<file path="src/rtl/gpr_sb_pkg.sv">
// Shared constants for the scoreboarded register file: default geometry and read-port limits.
// Pure declarations; no logic, no latency.
package gpr_sb_pkg;

    localparam int GPR_SB_DW      = 32;
    localparam int GPR_SB_AW      = 5;
    localparam int GPR_SB_NRD     = 2;
    localparam int GPR_SB_NRD_MIN = 1;
    localparam int GPR_SB_NRD_MAX = 4;

    // Elaboration-time legality check for the read-port count.
    function automatic bit gpr_sb_nrd_ok(input int nrd);
        return (nrd >= GPR_SB_NRD_MIN) && (nrd <= GPR_SB_NRD_MAX);
    endfunction

endpackage

</file>
<file path="src/rtl/gpr_sb_if.sv">
// Bundle of read ports, write port, issue/flush controls and pending count for gpr_sb.
// Master drives addresses/data/strobes; slave returns read data, busy flags and count.
interface gpr_sb_if
    import gpr_sb_pkg::*;
#(
    parameter int DW  = GPR_SB_DW,
    parameter int AW  = GPR_SB_AW,
    parameter int NRD = GPR_SB_NRD
);

    logic [NRD*AW-1:0] ra;
    logic [NRD*DW-1:0] rd;
    logic [NRD-1:0]    busy;
    logic              we;
    logic [AW-1:0]     wa;
    logic [DW-1:0]     wd;
    logic              iss;
    logic [AW-1:0]     ia;
    logic              flush;
    logic [AW:0]       pend_cnt;

    modport master (
        output ra, we, wa, wd, iss, ia, flush,
        input  rd, busy, pend_cnt
    );

    modport slave (
        input  ra, we, wa, wd, iss, ia, flush,
        output rd, busy, pend_cnt
    );

endinterface

</file>
<file path="src/rtl/gpr_sb_popcnt.sv">
// Combinational population count of an N-bit vector.
// Zero latency; no backpressure.
module gpr_sb_popcnt #(
    parameter  int N  = 32,
    localparam int CW = $clog2(N + 1)
) (
    input  logic [N-1:0]  i_bits,
    output logic [CW-1:0] o_cnt
);

    always_comb begin
        o_cnt = '0;
        for (int i = 0; i < N; i++) begin
            o_cnt = o_cnt + CW'(i_bits[i]);
        end
    end

endmodule

</file>
<file path="src/rtl/gpr_sb.sv">
// Register file with write-through bypass reads and a one-bit-per-register pending scoreboard.
// Reads/busy are combinational, writes/pending update on the clock edge; no backpressure.
module gpr_sb
    import gpr_sb_pkg::*;
#(
    parameter int DW       = GPR_SB_DW,
    parameter int AW       = GPR_SB_AW,
    parameter int NRD      = GPR_SB_NRD,
    parameter int ZERO_REG = 1
) (
    input logic     i_clk,
    input logic     i_rst,
    gpr_sb_if.slave bus
);

    localparam int DEPTH = 2 ** AW;

    generate
        if (!gpr_sb_nrd_ok(NRD)) begin : g_bad_nrd
            $error("gpr_sb: NRD=%0d outside %0d..%0d", NRD, GPR_SB_NRD_MIN, GPR_SB_NRD_MAX);
        end
    endgenerate

    logic [DW-1:0]          r_mem [DEPTH];
    logic [DEPTH-1:0]       r_pend;
    logic [AW:0]            r_pend_cnt;

    logic [DEPTH-1:0]       w_pend_nxt;
    logic [AW:0]            w_pend_cnt_nxt;
    logic                   w_wr_en;
    logic [AW-1:0]          w_ra [NRD];
    logic [NRD-1:0]         w_byp;
    logic [NRD-1:0]         w_zero;
    logic [NRD-1:0][DW-1:0] w_rd;
    logic [NRD-1:0]         w_busy;

    assign w_wr_en = bus.we && !((ZERO_REG != 0) && (bus.wa == '0));

    // Order matters: flush, then write-back clear, then issue set, so a new producer always wins.
    always_comb begin
        w_pend_nxt = bus.flush ? '0 : r_pend;
        if (bus.we) begin
            w_pend_nxt[bus.wa] = 1'b0;
        end
        if (bus.iss) begin
            w_pend_nxt[bus.ia] = 1'b1;
        end
        if (ZERO_REG != 0) begin
            w_pend_nxt[0] = 1'b0;
        end
    end

    gpr_sb_popcnt #(
        .N (DEPTH)
    ) u_popcnt (
        .i_bits (w_pend_nxt),
        .o_cnt  (w_pend_cnt_nxt)
    );

    always_ff @(posedge i_clk or posedge i_rst) begin
        if (i_rst) begin
            r_pend     <= '0;
            r_pend_cnt <= '0;
        end else begin
            r_pend     <= w_pend_nxt;
            r_pend_cnt <= w_pend_cnt_nxt;
        end
    end

    always_ff @(posedge i_clk or posedge i_rst) begin
        if (i_rst) begin
            for (int i = 0; i < DEPTH; i++) begin
                r_mem[i] <= '0;
            end
        end else if (w_wr_en) begin
            r_mem[bus.wa] <= bus.wd;
        end
    end

    // Register 0 masking has priority over the bypass so a write to r0 never leaks through.
    always_comb begin
        w_byp  = '0;
        w_zero = '0;
        w_rd   = '0;
        w_busy = '0;
        for (int k = 0; k < NRD; k++) begin
            w_ra[k]   = bus.ra[k*AW +: AW];
            w_byp[k]  = bus.we && (bus.wa == w_ra[k]);
            w_zero[k] = (ZERO_REG != 0) && (w_ra[k] == '0);
            if (w_zero[k]) begin
                w_rd[k] = '0;
            end else if (w_byp[k]) begin
                w_rd[k] = bus.wd;
            end else begin
                w_rd[k] = r_mem[w_ra[k]];
            end
            w_busy[k] = r_pend[w_ra[k]] && !w_byp[k] && !w_zero[k];
        end
    end

    assign bus.rd       = w_rd;
    assign bus.busy     = w_busy;
    assign bus.pend_cnt = r_pend_cnt;

endmodule

</file>
<file path="src/flat_wrapper.sv">
// flat-port wrapper written by rule: the top's interface ports become plain ports
module gpr_sb_flat import gpr_sb_pkg::*;
#(
    parameter int DW       = GPR_SB_DW,
    parameter int AW       = GPR_SB_AW,
    parameter int NRD      = GPR_SB_NRD,
    parameter int ZERO_REG = 1
)
  (i_clk, i_rst, bus_ra, bus_we, bus_wa, bus_wd, bus_iss, bus_ia, bus_flush, bus_rd, bus_busy, bus_pend_cnt);
  gpr_sb_if #(.DW(DW), .AW(AW), .NRD(NRD)) bus_i ();
  input logic i_clk;
  input logic i_rst;
  input wire logic [$bits(bus_i.ra)-1:0] bus_ra;
  input wire logic [$bits(bus_i.we)-1:0] bus_we;
  input wire logic [$bits(bus_i.wa)-1:0] bus_wa;
  input wire logic [$bits(bus_i.wd)-1:0] bus_wd;
  input wire logic [$bits(bus_i.iss)-1:0] bus_iss;
  input wire logic [$bits(bus_i.ia)-1:0] bus_ia;
  input wire logic [$bits(bus_i.flush)-1:0] bus_flush;
  output wire logic [$bits(bus_i.rd)-1:0] bus_rd;
  output wire logic [$bits(bus_i.busy)-1:0] bus_busy;
  output wire logic [$bits(bus_i.pend_cnt)-1:0] bus_pend_cnt;
  assign bus_i.ra = bus_ra;
  assign bus_i.we = bus_we;
  assign bus_i.wa = bus_wa;
  assign bus_i.wd = bus_wd;
  assign bus_i.iss = bus_iss;
  assign bus_i.ia = bus_ia;
  assign bus_i.flush = bus_flush;
  assign bus_rd = bus_i.rd;
  assign bus_busy = bus_i.busy;
  assign bus_pend_cnt = bus_i.pend_cnt;
  gpr_sb #(.DW(DW), .AW(AW), .NRD(NRD), .ZERO_REG(ZERO_REG)) u_core (.i_clk(i_clk), .i_rst(i_rst), .bus(bus_i));
endmodule
</file>
<file path="config.mk">
export PLATFORM = sky130hd
export DESIGN_NAME = gpr_sb_flat
export DESIGN_NICKNAME = d
export VERILOG_FILES = /design/src/rtl/gpr_sb_pkg.sv /design/src/rtl/gpr_sb_if.sv /design/src/rtl/gpr_sb_popcnt.sv /design/src/rtl/gpr_sb.sv /design/src/flat_wrapper.sv
export SDC_FILE = /design/constraint.sdc
export NUM_CORES = 2
export LEC_CHECK = 0
export CORE_AREA = 5 5 309 311
export DETAILED_ROUTE_END_ITERATION = 6
export DIE_AREA = 0 0 314 316
export PLACE_DENSITY = 0.87
export SLEW_MARGIN = 5
export SYNTH_ARGS = -nofsm -noshare
export SYNTH_HDL_FRONTEND = slang
export SYNTH_SLANG_ARGS = --single-unit
</file>
<file path="constraint.sdc">
create_clock -name i_clk -period 54.4 [get_ports i_clk]
set_input_delay 13.6 -clock i_clk [delete_from_list [all_inputs] [get_ports i_clk]]
set_output_delay 13.6 -clock i_clk [all_outputs]
set_load 0.01 [all_outputs]
</file>
==> results_dict.tcl <==
set metrics [dict create \
    fp.dieW_um 314 \
    yosysWarningCount 0 \
    first_pass_iters 7 \
    crit_top_cell "nor3_1" \
    synth-edff-count 0 \
    layout.nets 3833 \
    r2r_setup_slack_ns 49.01 \
    postSynthRegisterBits 1061 \
    critPathKind "input port to primary output" \
    cts_root_buf "clkbuf_16" \
    fin_tns_setup_ns 0 \
    grt_remaining_overflow 0 \
    holdPathEnd "u_core.r_mem[1010]$_DFFE_PP0P_" \
    clk_latency_ns 0.69 \
    yosysSeqAreaShare 0.461 \
    cap_violations 0 \
    peakVddDrop_uv 25.7 \
    violations "DRC" \
    clock_path_buffers 3 \
    hold_viol 0 \
    fin_crit_ns 31.47 \
    critPathCaptureType "primary output" \
    grt_start_max_net_pins 181 \
    dieArea_um2 99200 \
    fin_cells 5040 \
    avgViaCountPerCell 7.69 \
    dp_hpwl_um 91900 \
    finalWeightedCongestion 0.860 \
    via_count 38800 \
    cp-start-kind "input port" \
    r2r-end "u_core.bus.pend_cnt[4]$_DFF_PP0_" \
    drive_gt1_frac 0.489 \
    ys.flop_type "dfrtp_1" \
    cts_resized 0 \
    worst_slew_pin_slew_ns 1.36 \
    path_buf_inv 3 \
    initial_utilization 0.622 \
    syn-mean-instance-area_um2 15.0 \
    cts_made_buffers 107 \
    cts_tree "yes" \
    setup_viol 0 \
    wire_per_inst_um 34.5 \
    antenna_found_initial 6 \
    hold_path_depth 0 \
    ant_nets 0 \
    synthArstFlopShare 1.00 \
    max_slew_margin 0.0901 \
    worstHoldPathType "register to register" \
    dp_cells 4834 \
    p_per_area_nw_per_um2 36.9 \
    rsz0062_at_grt "no" \
    drc_errors 2 \
    wl_um 174000 \
    regToRegStartpoint "u_core.r_pend[15]$_DFF_PP0_" \
    slowest_delay_ns 1.20 \
    synth_cells 3849 \
    fp-row-count 112 \
    hp-start "u_core.r_mem[1010]$_DFFE_PP0P_" \
    cts_sinks 1061 \
    cp_top_family "simple AND/OR/NAND/NOR gates" \
    drtIter0Drc 5362 \
    coreArea_um2 92500 \
    synth.distinct_cells 59 \
    cts_setup_buffers 0 \
    synth_nets 3936 \
    postCtsHoldBufs 0 \
    finClkSkew_ns 0.00883 \
    grt_pass1_vias 40500 \
    reg2reg_depth 17 \
    crit_fanout 48 \
    crit_path_top_delay_cell "nor3b_4" \
    ioPinCount 129 \
    maxSlewViolCount 0 \
    grt_pass1_wl_um 261000 \
    max_freq_mhz 31.8 \
    critPathRequiredTime_ns 40.80 \
    outcome "complete, but fails checks" \
    htree_levels 3 \
    period_share 0.579 \
    fp.dieH_um 316 \
    arrival_ns 17.87 \
    portBuffers 128 \
    p_leak_nw 27.2 \
    path_clk_slew_ns 0.06 \
    path_cells "buf_4 -> buf_4 -> nor3b_4 -> a221o_1 -> nor3_1 -> nor3_1 -> nor3_1 -> clkdlybuf4s50_1" \
    area_growth_pct 9.80 \
    grt_use_total 0.353 \
    syn_area_um2 57600 \
]
==> cell usage in the layout, fill, tap and decap left out, drive strengths merged, types with 5 or more instances in the layout <==
cell / n
nor4: 7
inv: 62
nor3: 27
nand2b: 21
o211ai: 16
fa: 23
dfrtp: 1061
nand2: 63
nor3b: 5
nor2b: 9
o32ai: 15
diode: 5
o21ai: 30
a22o: 36
mux2i: 123
a21oi: 34
mux4: 520
nand3: 18
xnor2: 5
clkdlybuf4s50: 118
nand3b: 9
ha: 7
nor2: 62
o221ai: 6
bufinv: 13
mux2: 1025
clkbuf: 161
o211a: 5
a211oi: 31
a31oi: 7
a221oi: 7
clkinv: 20
a22oi: 57
o22ai: 62
a221o: 9
clkinvlp: 6
o22a: 5
buf: 103
and3: 6
xor2: 8
==> cells by family after synthesis <==
kind of cell | share of synthesized area
simple gates | 0.0211
compound gates | 0.0423
flops | 0.461
buf+inv | 0.0380
xor+xnor | 0.00198
fa+ha+maj | 0.00952
mux | 0.426
==> synthesized netlist by cell type (4+ instances only) <==
cell type,count,share of area
nand2b_1,21,0.0023
a21oi_1,34,0.0030
mux4_1,8,0.0037
mux4_2,512,0.20
mux2_2,1025,0.20
o211ai_1,16,0.0021
a221oi_1,7,0.0011
buf_1,61,0.0040
nand3_1,18,0.0016
buf_6,4,0.00078
clkbuf_1,224,0.015
a221o_1,9,0.0016
xnor2_1,5,0.00076
a211oi_1,31,0.0040
a31o_2,4,0.00061
or2_2,4,0.00043
o22ai_1,62,0.0067
ha_1,7,0.0015
a22oi_1,57,0.0074
o21ai_0,16,0.0014
o32ai_1,15,0.0023
nand3b_1,9,0.0012
dfrtp_1,1061,0.46
buf_12,4,0.0014
a22o_1,36,0.0055
nor2b_1,9,0.00098
inv_1,61,0.0040
nor2_1,62,0.0040
nor4_1,6,0.00065
nor3_1,27,0.0023
nor3b_1,4,0.00052
o211a_1,5,0.00087
o221ai_1,6,0.00091
o22a_1,5,0.00076
mux2i_1,123,0.021
xor2_1,8,0.0012
o21ai_1,14,0.0012
and3_1,6,0.00065
buf_4,24,0.0031
buf_2,116,0.010
a31oi_1,7,0.00076
fa_1,23,0.0080
nand2_1,63,0.0041
==> power by group <==
group	leakage (nW)	internal (W)	switching (W)
logic	11.7	0.000291	0.000193
registers	13.6	0.000935	0.000117
clock network	1.86	0.000471	0.000324
==> layout make-up <==
cell class              count  area (µm²)
diodes                      5        12.5
inverters                  61         236
flip-flops and latches   1061       26600
clock inverters            40         578
multi-input cells        2294       29000
well taps                1197        1500
fillers                  5734       29300
repair buffers            221        2060
clock buffers             161        3220
==> routing by layer <==
metal / wire length (µm) / part of all wire / track usage
met1: 60900 / 0.35 / 0.471
met2: 78100 / 0.45 / 0.522
met3: 22300 / 0.13 / 0.105
met4: 12700 / 0.073 / 0.206
met5: 27 / 0.00016 / 0
==> through the flow <==
step | utilization | hold slack [ns] | worst slack (ns) | total power [W] | cell area, µm²
floorplan | - | 0.441 | 10.93 | 0.00139 | 57600
global placement | 0.642 | 0.377 | 23.00 | 0.00150 | 59400
detailed placement | 0.642 | 0.384 | 22.93 | 0.00153 | 59400
CTS | 0.683 | 0.398 | 22.93 | 0.00232 | 63200
global route | 0.683 | 0.407 | 22.74 | 0.00241 | 63200
finish | 0.683 | 0.398 | 22.93 | 0.00233 | 63200
==> state kept, by name (all words and copies together), names as in the netlist <==
| name | cells |
|---|---|
| u_core.bus.pend_cnt | 6 |
| u_core.r_mem | 1024 |
| u_core.r_pend | 31 |
==> worst max path at each step <==
stage | startpoint | endpoint | depth (start not counted)
finish | bus_ra[2] | bus_rd[27] | 8
global route | bus_ra[5] | bus_rd[61] | 8
CTS | bus_ra[5] | bus_rd[61] | 8
detailed placement | bus_ra[5] | bus_rd[61] | 8
global placement | bus_ra[5] | bus_rd[61] | 8
floorplan | i_rst | u_core.bus.pend_cnt[0]$_DFF_PP0_ | 1
Note: power is estimated with default switching activity, not from simulation.
